--- config.mk ---
export PLATFORM = sky130hd
export DESIGN_NAME = mult_seq_ctrl
export DESIGN_NICKNAME = d
export VERILOG_FILES = /design/src/rtl/mult_seq_ctrl.sv
export SDC_FILE = /design/constraint.sdc
export NUM_CORES = 1
export LEC_CHECK = 0
export BUFFER_PORTS_ARGS = -buffer_cell sky130_fd_sc_hd__buf_2
export CORE_UTILIZATION = 60
export DETAILED_ROUTE_END_ITERATION = 10
export PLACE_DENSITY = 0.83
export SYNTH_ARGS = -nofsm -noshare
export SYNTH_HDL_FRONTEND = slang
export SYNTH_SLANG_ARGS = --single-unit
--- constraint.sdc ---
create_clock -name clk -period 5.3 [get_ports clk]
set_input_delay 0.265 -clock clk [delete_from_list [all_inputs] [get_ports clk]]
set_output_delay 0.265 -clock clk [all_outputs]
set_load 0.02 [all_outputs]
--- src/rtl/mult_seq_ctrl.sv ---
// Sequential shift-and-add multiplier controller.
// A single 2*WIDTH-bit adder accumulates one partial product per cycle over
// WIDTH cycles. Start/busy/done handshake. The product is registered and held
// until the next operation completes.
module mult_seq_ctrl #(
  parameter int WIDTH = 4
) (
  input  logic               clk,
  input  logic               reset,
  input  logic               start,
  input  logic [WIDTH-1:0]   a,
  input  logic [WIDTH-1:0]   b,
  output logic               busy,
  output logic               done,
  output logic [2*WIDTH-1:0] product
);

  localparam int PW = 2 * WIDTH;
  localparam int CW = (WIDTH > 1) ? $clog2(WIDTH) : 1;

  typedef enum logic [1:0] {
    IDLE = 2'd0,
    RUN  = 2'd1,
    DONE = 2'd2
  } state_t;

  state_t          state_q, state_d;
  logic [WIDTH-1:0] aReg_q, aReg_d;
  logic [WIDTH-1:0] bReg_q, bReg_d;
  logic [PW-1:0]    acc_q, acc_d;
  logic [PW-1:0]    product_q, product_d;
  logic [CW-1:0]    cnt_q, cnt_d;

  logic [PW-1:0]    addend;
  logic [PW-1:0]    sum;
  logic             carry;

  // Shared adder: add the shifted multiplicand when the current multiplier bit is set.
  always_comb begin
    addend = bReg_q[cnt_q] ? (PW'(aReg_q) << cnt_q) : '0;
    {carry, sum} = {1'b0, acc_q} + {1'b0, addend};
  end

  // Next-state and datapath update; a new operation is latched whenever start meets a non-busy state.
  always_comb begin
    state_d   = state_q;
    aReg_d    = aReg_q;
    bReg_d    = bReg_q;
    acc_d     = acc_q;
    product_d = product_q;
    cnt_d     = cnt_q;
    case (state_q)
      IDLE, DONE: begin
        if (start) begin
          state_d = RUN;
          aReg_d  = a;
          bReg_d  = b;
          acc_d   = '0;
          cnt_d   = '0;
        end else begin
          state_d = IDLE;
        end
      end
      RUN: begin
        acc_d = sum;
        if (cnt_q == CW'(WIDTH - 1)) begin
          product_d = sum;
          cnt_d     = '0;
          state_d   = DONE;
        end else begin
          cnt_d = cnt_q + CW'(1);
        end
      end
      default: state_d = IDLE;
    endcase
  end

  // State and datapath registers with synchronous reset that also aborts a running sequence.
  always_ff @(posedge clk) begin
    if (reset) begin
      state_q   <= IDLE;
      aReg_q    <= '0;
      bReg_q    <= '0;
      acc_q     <= '0;
      product_q <= '0;
      cnt_q     <= '0;
    end else begin
      state_q   <= state_d;
      aReg_q    <= aReg_d;
      bReg_q    <= bReg_d;
      acc_q     <= acc_d;
      product_q <= product_d;
      cnt_q     <= cnt_d;
    end
  end

  assign busy    = (state_q == RUN);
  assign done    = (state_q == DONE);
  assign product = product_q;

  // The product of two WIDTH-bit operands always fits in 2*WIDTH bits, so the adder never carries out.
  carryNeverSet: assert property (@(posedge clk) disable iff (reset) (state_q == RUN) |-> !carry);

endmodule

==> results_tabular.tex, run 1 <==
\begin{tabular}{lr}
\hline
Metric & Value \\
\hline
\multicolumn{2}{l}{\textbf{Clocking}} \\
Post-CTS Setup Repair Bufs & 0 \\
CTS tree & done \\
CTS Root Cell & sky130\_fd\_sc\_hd\_\_clkbuf\_4 \\
Clk sink count & 28 \\
Cts bufs inserted & 3 \\
Maximum buffer depth of the clock tree & 2 \\
Clock-pin slew on the worst setup and hold paths & 0.16 ns \\
Worst-skew pair later-pin latency & 0.33 ns \\
Post-cts gate resize count & 0 \\
Count of hold-fix buffers inserted at cts & 0 \\
CTS HTree Levels & 1 \\
\multicolumn{2}{l}{\textbf{Logic synthesis}} \\
Ys Warns & 0 \\
Number of unique standard cell types used by synthesis & 44 \\
Number of cells produced by synthesis & 181 \\
Flip-flop and latch count after synthesis & 28 \\
Cell area after synthesis & 1530 um\^{}2 \\
Library cell with the largest summed area after synthesis & sky130\_fd\_sc\_hd\_\_dfxtp\_1 \\
Net Count, Synth & 201 \\
Syn avg cell area & 8.47 um\^{}2 \\
Share of the synthesized area in the top cell type & 0.365 \\
Number of flops mapped to enable cells by yosys & 0 \\
Post-synthesis async set-or-reset flop share & 0 \\
Portion of the post-synthesis area used by sequential elements & 0.365 \\
Ys flop type & sky130\_fd\_sc\_hd\_\_dfxtp\_1 \\
Ranking of synthesized cells by area & sky130\_fd\_sc\_hd\_\_dfxtp\_1 37\%, sky130\_fd\_sc\_hd\_\_nand2\_1 7.6\%, sky130\_fd\_sc\_hd\_\_ha\_1 6.5\% \\
\multicolumn{2}{l}{\textbf{GRT}} \\
First-pass GRT wire length & 5530 um \\
GRT Residual Overflow & 0 \\
Number of antenna violations at the first check in global routing & 0 \\
Vias in the first global route & 1241 \\
Tot GR Track Use & 0.277 \\
Largest net degree at the start of global routing & 35 \\
\multicolumn{2}{l}{\textbf{Timing}} \\
Final hold vios & 0 \\
Aggregate negative setup slack & 0 ns \\
Final-layout worst hold slack & 0.146 ns \\
Max-slew violation count & 0 \\
Shortest clock period the worst path allows after layout & 2.87 ns \\
Setup repair after global routing missed its margin & false \\
Tightest Pin Transition & 0.656 ns \\
Final number of setup-violating endpoints & 0 \\
Headroom to the max-slew limit & 0.562 \\
Highest clock rate & 0.349 GHz \\
Skew final & 0.0120 ns \\
Final cycle utilization of the critical path & 0.541 \\
\multicolumn{2}{l}{\textbf{Setup path}} \\
R2r endpoint & product[6] \\
Arrival time worst endpoint & 3.13 ns \\
Register-to-register path setup slack & 2.43 ns \\
Delay of the slowest cell on the worst path & 0.65 ns \\
Biggest fanout along the worst timing path & 16 \\
Cell breakdown of the critical path & mux4\_2, and2\_1, ha\_1, a211o\_4, a2111oi\_4, nor3b\_1, o31ai\_1 \\
Critical Path End Type & flop \\
Slowest cell on crit path & sky130\_fd\_sc\_hd\_\_dfxtp\_1 \\
Startpoint type of the worst setup path & flop \\
Classification of the worst setup path & flop to flop \\
Count of cells along the worst register-to-register path & 7 \\
Launching point of the worst reg2reg path & cnt\_q[0] \\
Required @ worst endpoint & 5.56 ns \\
\multicolumn{2}{l}{\textbf{Routing}} \\
Routed wire length & 3390 um \\
Number of vias per cell & 6.19 \\
Detailed-routing iteration count for the pre-antenna-repair pass & 6 \\
Number of routed nets with antenna violations & 0 \\
Via count & 1374 \\
Number of DRC markers after the initial detailed-route iteration & 36 \\
DRC violation count after routing & 0 \\
Average wire per standard cell & 15.3 um \\
\multicolumn{2}{l}{\textbf{Hold path}} \\
Worst min-delay path class & input port to flop \\
WHS Endpoint & aReg\_q[2] \\
Hold Startpoint & a[2] \\
Min-Delay Path Depth & 3 \\
\multicolumn{2}{l}{\textbf{Final layout}} \\
Multi-input logic area & 916 um\^{}2 \\
Antenna diode count & 0 \\
Fill cell total of the finished layout & 191 \\
Area added between synthesis and finish & 8.97\% \\
Sequential Area & 561 um\^{}2 \\
Share of cells above drive strength 1 & 0.149 \\
Finished Layout Cells & 222 \\
Final Net Count & 215 \\
\multicolumn{2}{l}{\textbf{Power}} \\
Cell Pwr Density & 239 nW/um\^{}2 \\
Leakage dissipation & 0.726 nW \\
Maximum VDD drop & 0.209 mV \\
\multicolumn{2}{l}{\textbf{Floorplanning}} \\
Std-Cell Rows & 17 \\
Top-level I/O count & 21 \\
Die height & 52.6 um \\
Chip Width & 52.6 um \\
Area of the placeable core & 2320 um\^{}2 \\
Starting density of the core & 0.662 \\
Die footprint & 2760 um\^{}2 \\
\multicolumn{2}{l}{\textbf{Placed design}} \\
Final estimated routing congestion in global placement & 0.967 \\
Cells after DPL & 218 \\
I/O Buffers & 20 \\
Detailed Place HPWL & 2540 um \\
\multicolumn{2}{l}{\textbf{Run status}} \\
Run status & finished, final reports clean \\
\multicolumn{2}{l}{\textbf{Flow run}} \\
Count of max-cap constraint violations & 0 \\
\hline
\end{tabular}
==> layout make-up <==
type	instances	share of cell area
multi-input cells	140	0.548
inverters	2	0.00449
flip-flops and latches	28	0.335
repair buffers	20	0.0599
clock buffers	3	0.0135
well taps	28	0.0210
clock inverters	1	0.0180
==> logic make-up after synthesis <==
group | Yosys count | synth area share
xor+xnor | 2 | 0.0114
buf+inv | 13 | 0.0375
simple gates | 79 | 0.254
fa+ha+maj | 9 | 0.0783
compound gates | 47 | 0.224
flops | 28 | 0.365
mux | 3 | 0.0285
==> sequential cells by signal (all words and copies together) (netlist names) <==
register and count:
aReg_q 4, acc_q 8, bReg_q 4, cnt_q 2
product 8, state_q 2
==> synthesized netlist by cell type, types with 2 or more instances <==
master	instances
sky130_fd_sc_hd__a31oi_1	2
sky130_fd_sc_hd__a211oi_1	3
sky130_fd_sc_hd__nand4b_1	2
sky130_fd_sc_hd__clkbuf_1	9
sky130_fd_sc_hd__and3_1	2
sky130_fd_sc_hd__nand3_1	7
sky130_fd_sc_hd__o31ai_1	4
sky130_fd_sc_hd__and2_1	4
sky130_fd_sc_hd__a21o_1	5
sky130_fd_sc_hd__dfxtp_1	28
sky130_fd_sc_hd__nor3_1	2
sky130_fd_sc_hd__a21oi_1	17
sky130_fd_sc_hd__o21ai_0	2
sky130_fd_sc_hd__nor3b_1	3
sky130_fd_sc_hd__nand3b_1	5
sky130_fd_sc_hd__ha_1	8
sky130_fd_sc_hd__a211o_1	2
sky130_fd_sc_hd__nand2b_1	2
sky130_fd_sc_hd__nor2b_1	3
sky130_fd_sc_hd__or3_1	2
sky130_fd_sc_hd__nand4_1	2
sky130_fd_sc_hd__nand2_1	31
sky130_fd_sc_hd__a22oi_1	3
sky130_fd_sc_hd__nor2_1	13
==> worst max-delay path by stage <==
stage,start,end,slack (ns),cells after the start
2_1_floorplan,cnt_q[1],product[6],2.84,9
4_1_cts,cnt_q[0],product[6],2.47,7
3_3_place_gp,cnt_q[0],product[6],2.61,7
6_report,cnt_q[0],product[6],2.43,7
5_1_grt,cnt_q[0],product[6],2.27,7
3_5_place_dp,cnt_q[0],product[6],2.50,7
==> worst max-delay path, delay by kind of cell (launching register included) <==
kind / cells / cell delay (ns)
multiplexers: 1 / 0.58
flip-flops: 1 / 0.65
AO/OA/AOI/OAI: 3 / 0.90
adder cells (fa/ha/maj): 1 / 0.38
AND/OR/NAND/NOR: 2 / 0.28
==> layer usage <==
| metal | global-route usage | share of wire | vias to the layer above | routed length (um) |
|---|---|---|---|---|
| met5 | 0 | 0 | - | 0 |
| met4 | 0.0921 | 0.014 | 0 | 47 |
| met3 | 0.0290 | 0.033 | 6 | 111 |
| met2 | 0.506 | 0.50 | 32 | 1710 |
| met1 | 0.331 | 0.45 | 659 | 1520 |
| li1 | - | - | 677 | - |
==> power by group <==
group / internal, mW / total [mW] / switching (mW)
Combinational: 0.0127 / 0.0349 / 0.0222
Clock: 0.0765 / 0.141 / 0.0644
Sequential: 0.216 / 0.224 / 0.00770
Total: 0.305 / 0.400 / 0.0942
==> cells in the final DEF, fill, tap and decap left out, drive strengths merged, types with 4 or more instances in the layout <==
master  instances
nand2          31
dfxtp          28
buf            20
a21oi          17
nor2           13
ha              8
nand3           7
nand3b          5
a21o            5
and2            4
o31ai           4
==> stage by stage <==
step / cell area [um^2] / worst slack, ns / util / power, mW
2_1_floorplan: 1530 / 2.84 / - / 0.253
3_3_place_gp: 1620 / 2.61 / 0.698 / 0.261
3_5_place_dp: 1620 / 2.50 / 0.698 / 0.263
4_1_cts: 1670 / 2.47 / 0.721 / 0.401
5_1_grt: 1670 / 2.27 / 0.721 / 0.412
6_report: 1670 / 2.43 / 0.721 / 0.400
Power figures use the tool's default switching activity.
==> inputs of run 2 (changes only) <==
CORE_UTILIZATION = 51   (was 60)
PLACE_DENSITY = 0.75   (was 0.83)
clock period = 2.5 ns   (was 5.3 ns; I/O delays follow)
==> run 2 against run 1 <==
Effect of this change:
- critical path type unchanged
- the run now ends with DRC left
- maximum frequency rose by 21%
- critical endpoint is now acc_q[6]
- highest routed layer unchanged
- hold slack got worse by 0.14 ns
- setup slack got worse by 2.3 ns
- clock skew fell by 0.0064 ns
==> results_tabular.tex, run 2 (synthesized netlist as in run 1, its figures left out) <==
\begin{tabular}{lr}
\hline
Metric & Value \\
\hline
\multicolumn{2}{l}{\textbf{Final layout}} \\
Finished Layout Cells & 233 (+5.0\%) \\
Antenna diode count & 0 (unchanged) \\
Share of cells above drive strength 1 & 0.203 (+0.0535) \\
Most common library cell in the layout ignoring fill and taps & sky130\_fd\_sc\_hd\_\_nand2\_1 \\
Final Net Count & 223 (+3.7\%) \\
Fin util & 0.631 (-0.0903) \\
Area added between synthesis and finish & 15.3\% \\
Top library cells by usage in the layout, fill and taps aside & 31 x sky130\_fd\_sc\_hd\_\_nand2\_1, 26 x sky130\_fd\_sc\_hd\_\_dfxtp\_1, 20 x sky130\_fd\_sc\_hd\_\_buf\_2 \\
\multicolumn{2}{l}{\textbf{Power}} \\
Leakage dissipation & 0.758 nW (+4.4\%) \\
Maximum VDD drop & 0.306 mV (+46\%) \\
Overall power & 859 uW (+120\%) \\
Cell Pwr Density & 486 nW/um\^{}2 (+100\%) \\
\multicolumn{2}{l}{\textbf{Routing}} \\
Detailed-routing iteration count for the pre-antenna-repair pass & 7 (+1) \\
Via count & 1349 (-1.8\%) \\
Number of DRC markers after the initial detailed-route iteration & 72 (+100\%) \\
DRC violation count after routing & 2 (+2) \\
Average wire per standard cell & 15.2 um (-0.23\%) \\
Routed wire length & 3550 um (+4.7\%) \\
Number of vias per cell & 5.79 (-6.5\%) \\
Number of routed nets with antenna violations & 0 (unchanged) \\
\multicolumn{2}{l}{\textbf{GRT}} \\
GRT Residual Overflow & 0 (unchanged) \\
Largest net degree at the start of global routing & 35 (unchanged) \\
First-pass GRT wire length & 5730 um (+3.7\%) \\
Tot GR Track Use & 0.230 (-0.0466) \\
Number of antenna violations at the first check in global routing & 0 (unchanged) \\
Vias in the first global route & 1229 (-0.97\%) \\
\multicolumn{2}{l}{\textbf{Clocking}} \\
Clk sink count & 28 (unchanged) \\
Maximum buffer depth of the clock tree & 2 (unchanged) \\
CTS HTree Levels & 1 (unchanged) \\
Worst-skew pair later-pin latency & 0.33 ns (about the same) \\
CTS Root Cell & sky130\_fd\_sc\_hd\_\_clkbuf\_4 \\
Cts bufs inserted & 3 (unchanged) \\
CTS tree & done \\
Clock-pin slew on the worst setup and hold paths & 0.16 ns (about the same) \\
\multicolumn{2}{l}{\textbf{Floorplanning}} \\
Area of the placeable core & 2810 um\^{}2 (+21\%) \\
Chip Width & 56.8 um (+8.1\%) \\
Std-Cell Rows & 19 (+2) \\
Top-level I/O count & 21 (unchanged) \\
Starting density of the core & 0.547 (-0.115) \\
Die footprint & 3230 um\^{}2 (+17\%) \\
Die height & 56.8 um (+8.1\%) \\
\multicolumn{2}{l}{\textbf{Setup path}} \\
Classification of the worst setup path & flop to flop \\
Launching point of the worst reg2reg path & cnt\_q[0] \\
R2r endpoint & acc\_q[6] \\
Arrival time worst endpoint & 2.63 ns (-0.50 ns) \\
Cell breakdown of the critical path & mux4\_2, and2\_1, ha\_4, a211o\_4, a2111oi\_4, nor3b\_1, o31ai\_1 \\
Register-to-register path setup slack & 0.13 ns (-2.30 ns) \\
Count of cells along the worst register-to-register path & 7 (unchanged) \\
Startpoint type of the worst setup path & flop \\
Slowest cell on crit path & sky130\_fd\_sc\_hd\_\_mux4\_2 \\
Critical Path End Type & flop \\
Required @ worst endpoint & 2.76 ns (-2.80 ns) \\
Delay of the slowest cell on the worst path & 0.52 ns (-0.13 ns) \\
Biggest fanout along the worst timing path & 6 (-10) \\
Worst setup path startpoint & cnt\_q[0] \\
\multicolumn{2}{l}{\textbf{Placed design}} \\
Detailed Place HPWL & 2460 um (-3.0\%) \\
I/O Buffers & 20 (unchanged) \\
Final estimated routing congestion in global placement & 0.901 (-6.7\%) \\
Pre-CTS setup slack & -0.00982 ns (-2.51 ns) \\
Cells after DPL & 225 (+3.2\%) \\
\multicolumn{2}{l}{\textbf{Hold path}} \\
Hold Startpoint & a[1] \\
WHS Endpoint & aReg\_q[1] \\
Min-Delay Path Depth & 3 (unchanged) \\
Worst min-delay path class & input port to flop \\
\multicolumn{2}{l}{\textbf{Timing}} \\
Tightest Pin Transition & 0.582 ns (-0.0734 ns) \\
Final cycle utilization of the critical path & 0.947 (+0.406) \\
Shortest clock period the worst path allows after layout & 2.37 ns (-0.499 ns) \\
Setup repair after global routing missed its margin & false \\
Worst path setup slack after routing & 0.133 ns (-2.30 ns) \\
Final number of setup-violating endpoints & 0 (unchanged) \\
Skew final & 0.00565 ns (-0.00636 ns) \\
Headroom to the max-slew limit & 0.610 (+0.0484) \\
Highest clock rate & 0.422 GHz (+21\%) \\
Max-slew violation count & 0 (unchanged) \\
Final hold vios & 0 (unchanged) \\
\multicolumn{2}{l}{\textbf{Run status}} \\
Violated checks & DRC \\
Run status & finished, violations left \\
\multicolumn{2}{l}{\textbf{Flow run}} \\
Count of max-cap constraint violations & 0 (unchanged) \\
\hline
\end{tabular}
## run 2: changes by cell type in the layout (fill, tap and decap cells not counted), sizes merged
cell	delta
buf	+6
dlygate4sd3	+2
## run 2: worst max-delay path by stage
| stage | end | slack [ns] |
|---|---|---|
| 4_1_cts | product[6] | 0.01 |
| 5_1_grt | acc_q[6] | 0.01 |
| 3_5_place_dp | product[6] | -0.01 |
| 3_3_place_gp | acc_q[7] | 0.06 |
| 6_report | acc_q[6] | 0.13 |
| 2_1_floorplan | product[6] | 0.04 |
## run 2: power breakdown
group / switching (mW) / internal [mW] / total, mW / leakage, nW
clock: 0.140 / 0.162 / 0.302 / 0.0279
combinational: 0.0536 / 0.0346 / 0.0882 / 0.501
sequential: 0.0116 / 0.458 / 0.469 / 0.228
total: 0.205 / 0.655 / 0.859 / 0.758
## run 2: cell type report
| cell class | instances | area (um^2) |
|---|---|---|
| multi-input cells | 140 | 940 |
| clock buffers | 3 | 22.5 |
| well taps | 31 | 38.8 |
| clock inverters | 1 | 30.0 |
| flip-flops and latches | 28 | 566 |
| inverters | 2 | 7.51 |
| repair buffers | 28 | 165 |
| fillers | 263 | 1040 |
## run 2: routing by layer
layer / vias up / GRT usage / routed length [um] / share of wire
met2: 37 / 0.393 / 1790 / 0.50
met1: 609 / 0.314 / 1570 / 0.44
met5: - / 0 / 0 / 0
met4: 0 / 0.0557 / 55 / 0.015
met3: 7 / 0.0207 / 138 / 0.039
li1: 696 / - / - / -
## run 2: repair_timing
item                                   in CTS  in global routing
pin swaps                                   0                  1
gates resized for setup                     1                  7
hold buffers                                0                  2
setup buffers                               0                  2
setup endpoints to repair                   5                  8
gates cloned                                0                  0
endpoints found under the hold margin       0                  2
## run 2: critical path: cells and delay by family (launching register included)
kind	cells	cell delay [ns]
AOI/OAI and AO/OA	3	0.86
muxes	1	0.52
and+or+nand+nor	2	0.30
adders and majority gates	1	0.25
DFF	1	0.37
## run 2: stage by stage
step                      hold slack (ns)   TNS, ns  instance area, um^2
after floorplan                     0.261         0                 1530
after global placement              0.364         0                 1650
after detailed placement            0.371  -0.00982                 1650
after CTS                         0.00636         0                 1710
after global routing              0.00439         0                 1770
final                             0.00665         0                 1770
==> inputs of run 3 (changes only) <==
CORE_UTILIZATION = 27   (was 51)
PLACE_DENSITY = unset   (was 0.75)
==> run 3 against run 2 <==
Effect of this change:
- the run now ends clean
- sequential share of layout area shrank 1.3 points
- critical path depth did not move
- setup slack better by 0.0015 ns
- global-route usage fell by 11 points
- total power grew 7.3%
- die area up 85%
- critical path type unchanged
- largest cell class unchanged
- largest power group unchanged
- highest routed layer unchanged
==> results_tabular.tex, run 3 (synthesized netlist as in run 1, its figures left out) <==
\begin{tabular}{lr}
\hline
Metric & Value \\
\hline
\multicolumn{2}{l}{\textbf{Run status}} \\
Run status & finished, final reports clean \\
\multicolumn{2}{l}{\textbf{Setup path}} \\
Delay-heaviest family, CP & compound AO/OA/AOI/OAI gates \\
Total buffers and inverters traversed by the critical path & 0 (unchanged) \\
Slowest cell on crit path & sky130\_fd\_sc\_hd\_\_mux4\_2 \\
Critical Path End Type & flop \\
Delay of the slowest cell on the worst path & 0.52 ns (about the same) \\
Cell breakdown of the critical path & mux4\_2, o211a\_1, ha\_1, a211o\_4, a2111oi\_4, nor3b\_2, o31ai\_1 \\
Required @ worst endpoint & 2.70 ns (-0.06 ns) \\
Startpoint type of the worst setup path & flop \\
Classification of the worst setup path & flop to flop \\
Biggest fanout along the worst timing path & 4 (-2) \\
Arrival time worst endpoint & 2.56 ns (-0.07 ns) \\
\multicolumn{2}{l}{\textbf{Final layout}} \\
Fill cell total of the finished layout & 595 (+130\%) \\
Antenna diode count & 0 (unchanged) \\
Final Net Count & 221 (-0.90\%) \\
Top library cells by usage in the layout, fill and taps aside & 31 x sky130\_fd\_sc\_hd\_\_nand2\_1, 26 x sky130\_fd\_sc\_hd\_\_dfxtp\_1, 20 x sky130\_fd\_sc\_hd\_\_buf\_2 \\
Most common library cell in the layout ignoring fill and taps & sky130\_fd\_sc\_hd\_\_nand2\_1 \\
Final std cell area, no fill & 1850 um\^{}2 (+4.3\%) \\
Area added between synthesis and finish & 20.3\% \\
Share of cells above drive strength 1 & 0.220 (+0.0170) \\
\multicolumn{2}{l}{\textbf{Placed design}} \\
Total placed instance area & 1720 um\^{}2 (+4.0\%) \\
I/O Buffers & 20 (unchanged) \\
Detailed Place HPWL & 2540 um (+3.2\%) \\
Final estimated routing congestion in global placement & 0.844 (-6.4\%) \\
\multicolumn{2}{l}{\textbf{Timing}} \\
Final-layout worst hold slack & 0.0696 ns (+0.0629 ns) \\
Skew final & 0.00412 ns (-0.00152 ns) \\
Final hold vios & 0 (unchanged) \\
Aggregate negative setup slack & 0 ns (unchanged) \\
Tightest Pin Transition & 0.572 ns (-0.0104 ns) \\
Final cycle utilization of the critical path & 0.946 (about the same) \\
Final number of setup-violating endpoints & 0 (unchanged) \\
Shortest clock period the worst path allows after layout & 2.37 ns (-0.00152 ns) \\
Max-slew violation count & 0 (unchanged) \\
Highest clock rate & 0.423 GHz (about the same) \\
Setup repair after global routing missed its margin & false \\
Headroom to the max-slew limit & 0.617 (+0.00695) \\
\multicolumn{2}{l}{\textbf{GRT}} \\
Largest net degree at the start of global routing & 35 (unchanged) \\
Vias in the first global route & 1235 (+0.49\%) \\
Tot GR Track Use & 0.122 (-0.108) \\
GRT Residual Overflow & 0 (unchanged) \\
Number of antenna violations at the first check in global routing & 0 (unchanged) \\
First-pass GRT wire length & 5820 um (+1.4\%) \\
\multicolumn{2}{l}{\textbf{Clocking}} \\
Post-CTS Setup Repair Bufs & 0 (unchanged) \\
Clock-pin slew on the worst setup and hold paths & 0.10 ns (-0.06 ns) \\
Count of hold-fix buffers inserted at cts & 0 (unchanged) \\
Cts bufs inserted & 3 (unchanged) \\
CTS tree & done \\
Clk sink count & 28 (unchanged) \\
CTS HTree Levels & 1 (unchanged) \\
CTS Root Cell & sky130\_fd\_sc\_hd\_\_clkbuf\_8 \\
Worst-skew pair later-pin latency & 0.28 ns (-0.05 ns) \\
Post-cts gate resize count & 0 (-1) \\
Maximum buffer depth of the clock tree & 2 (unchanged) \\
\multicolumn{2}{l}{\textbf{Routing}} \\
Number of routed nets with antenna violations & 0 (unchanged) \\
Number of DRC markers after the initial detailed-route iteration & 66 (-8.3\%) \\
Via count & 1328 (-1.6\%) \\
Detailed-routing iteration count for the pre-antenna-repair pass & 4 (-3) \\
Routed wire length & 3520 um (-1.0\%) \\
Number of vias per cell & 4.88 (-16\%) \\
Average wire per standard cell & 12.9 um (-15\%) \\
DRC violation count after routing & 0 (-2) \\
\multicolumn{2}{l}{\textbf{Flow run}} \\
Count of max-cap constraint violations & 0 (unchanged) \\
\multicolumn{2}{l}{\textbf{Floorplanning}} \\
Chip Width & 77.4 um (+36\%) \\
Starting density of the core & 0.279 (-0.268) \\
Std-Cell Rows & 27 (+8) \\
Area of the placeable core & 5510 um\^{}2 (+96\%) \\
Die footprint & 5990 um\^{}2 (+85\%) \\
Top-level I/O count & 21 (unchanged) \\
Die height & 77.4 um (+36\%) \\
\multicolumn{2}{l}{\textbf{Power}} \\
Cell Pwr Density & 500 nW/um\^{}2 (+2.9\%) \\
Leakage dissipation & 0.763 nW (+0.65\%) \\
Maximum VDD drop & 0.349 mV (+14\%) \\
\multicolumn{2}{l}{\textbf{Hold path}} \\
Worst min-delay path class & input port to flop \\
\hline
\end{tabular}
## run 3: path summary, 6_finish.rpt
check / from / endpoint / slack (ns) / cells after the start
hold / removal: a[2] / aReg_q[2] / 0.07 / 3
hold reg to reg: product[0] / product[0] / 0.46 / 2
setup / recovery: cnt_q[0] / acc_q[6] / 0.13 / 7
setup reg to reg: cnt_q[0] / acc_q[6] / 0.13 / 7
## run 3: stage by stage
step / setup WS (ns) / cells / utilization / power [mW]
finish: 0.134 / 272 / 0.335 / 0.923
detailed placement: 0.0821 / 268 / 0.312 / 0.565
CTS: 0.0354 / 272 / 0.325 / 0.929
global route: 0.0127 / 272 / 0.335 / 0.965
global placement: 0.114 / 268 / 0.312 / 0.564
floorplan: 0.0380 / 181 / - / 0.536
## run 3: area by class of cell
type                            instances  area (um^2)  area share
Clock buffer                            3         41.3      0.0224
Clock inverter                          1         30.0      0.0163
Inverter                                2         7.51     0.00407
Multi-Input combinational cell        140          962       0.521
Sequential cell                        28          566       0.306
Tap cell                               72         90.1      0.0488
Timing Repair Buffer                   26          149      0.0807
## run 3: per-layer routing
metal | global-route usage | share of wire | up-vias
met5 | 0 | 0 | -
met4 | 0.0340 | 0.013 | 0
met3 | 0.0329 | 0.036 | 4
met2 | 0.201 | 0.46 | 25
met1 | 0.157 | 0.49 | 612
li1 | - | - | 687
## run 3: worst register-to-register path, cell delays in order (launching register included)
cell and delay (ns):
sky130_fd_sc_hd__dfxtp_2 0.36, sky130_fd_sc_hd__mux4_2 0.52, sky130_fd_sc_hd__o211a_1 0.14, sky130_fd_sc_hd__ha_1 0.24, sky130_fd_sc_hd__a211o_4 0.35, sky130_fd_sc_hd__a2111oi_4 0.36, sky130_fd_sc_hd__nor3b_2 0.10, sky130_fd_sc_hd__o31ai_1 0.21
## run 3: power by group
| part | internal, mW | leakage, nW | switching (mW) |
|---|---|---|---|
| sequential | 0.457 | 0.228 | 0.0117 |
| clock | 0.215 | 0.0357 | 0.151 |
| combinational | 0.0333 | 0.499 | 0.0547 |
| total | 0.705 | 0.763 | 0.218 |
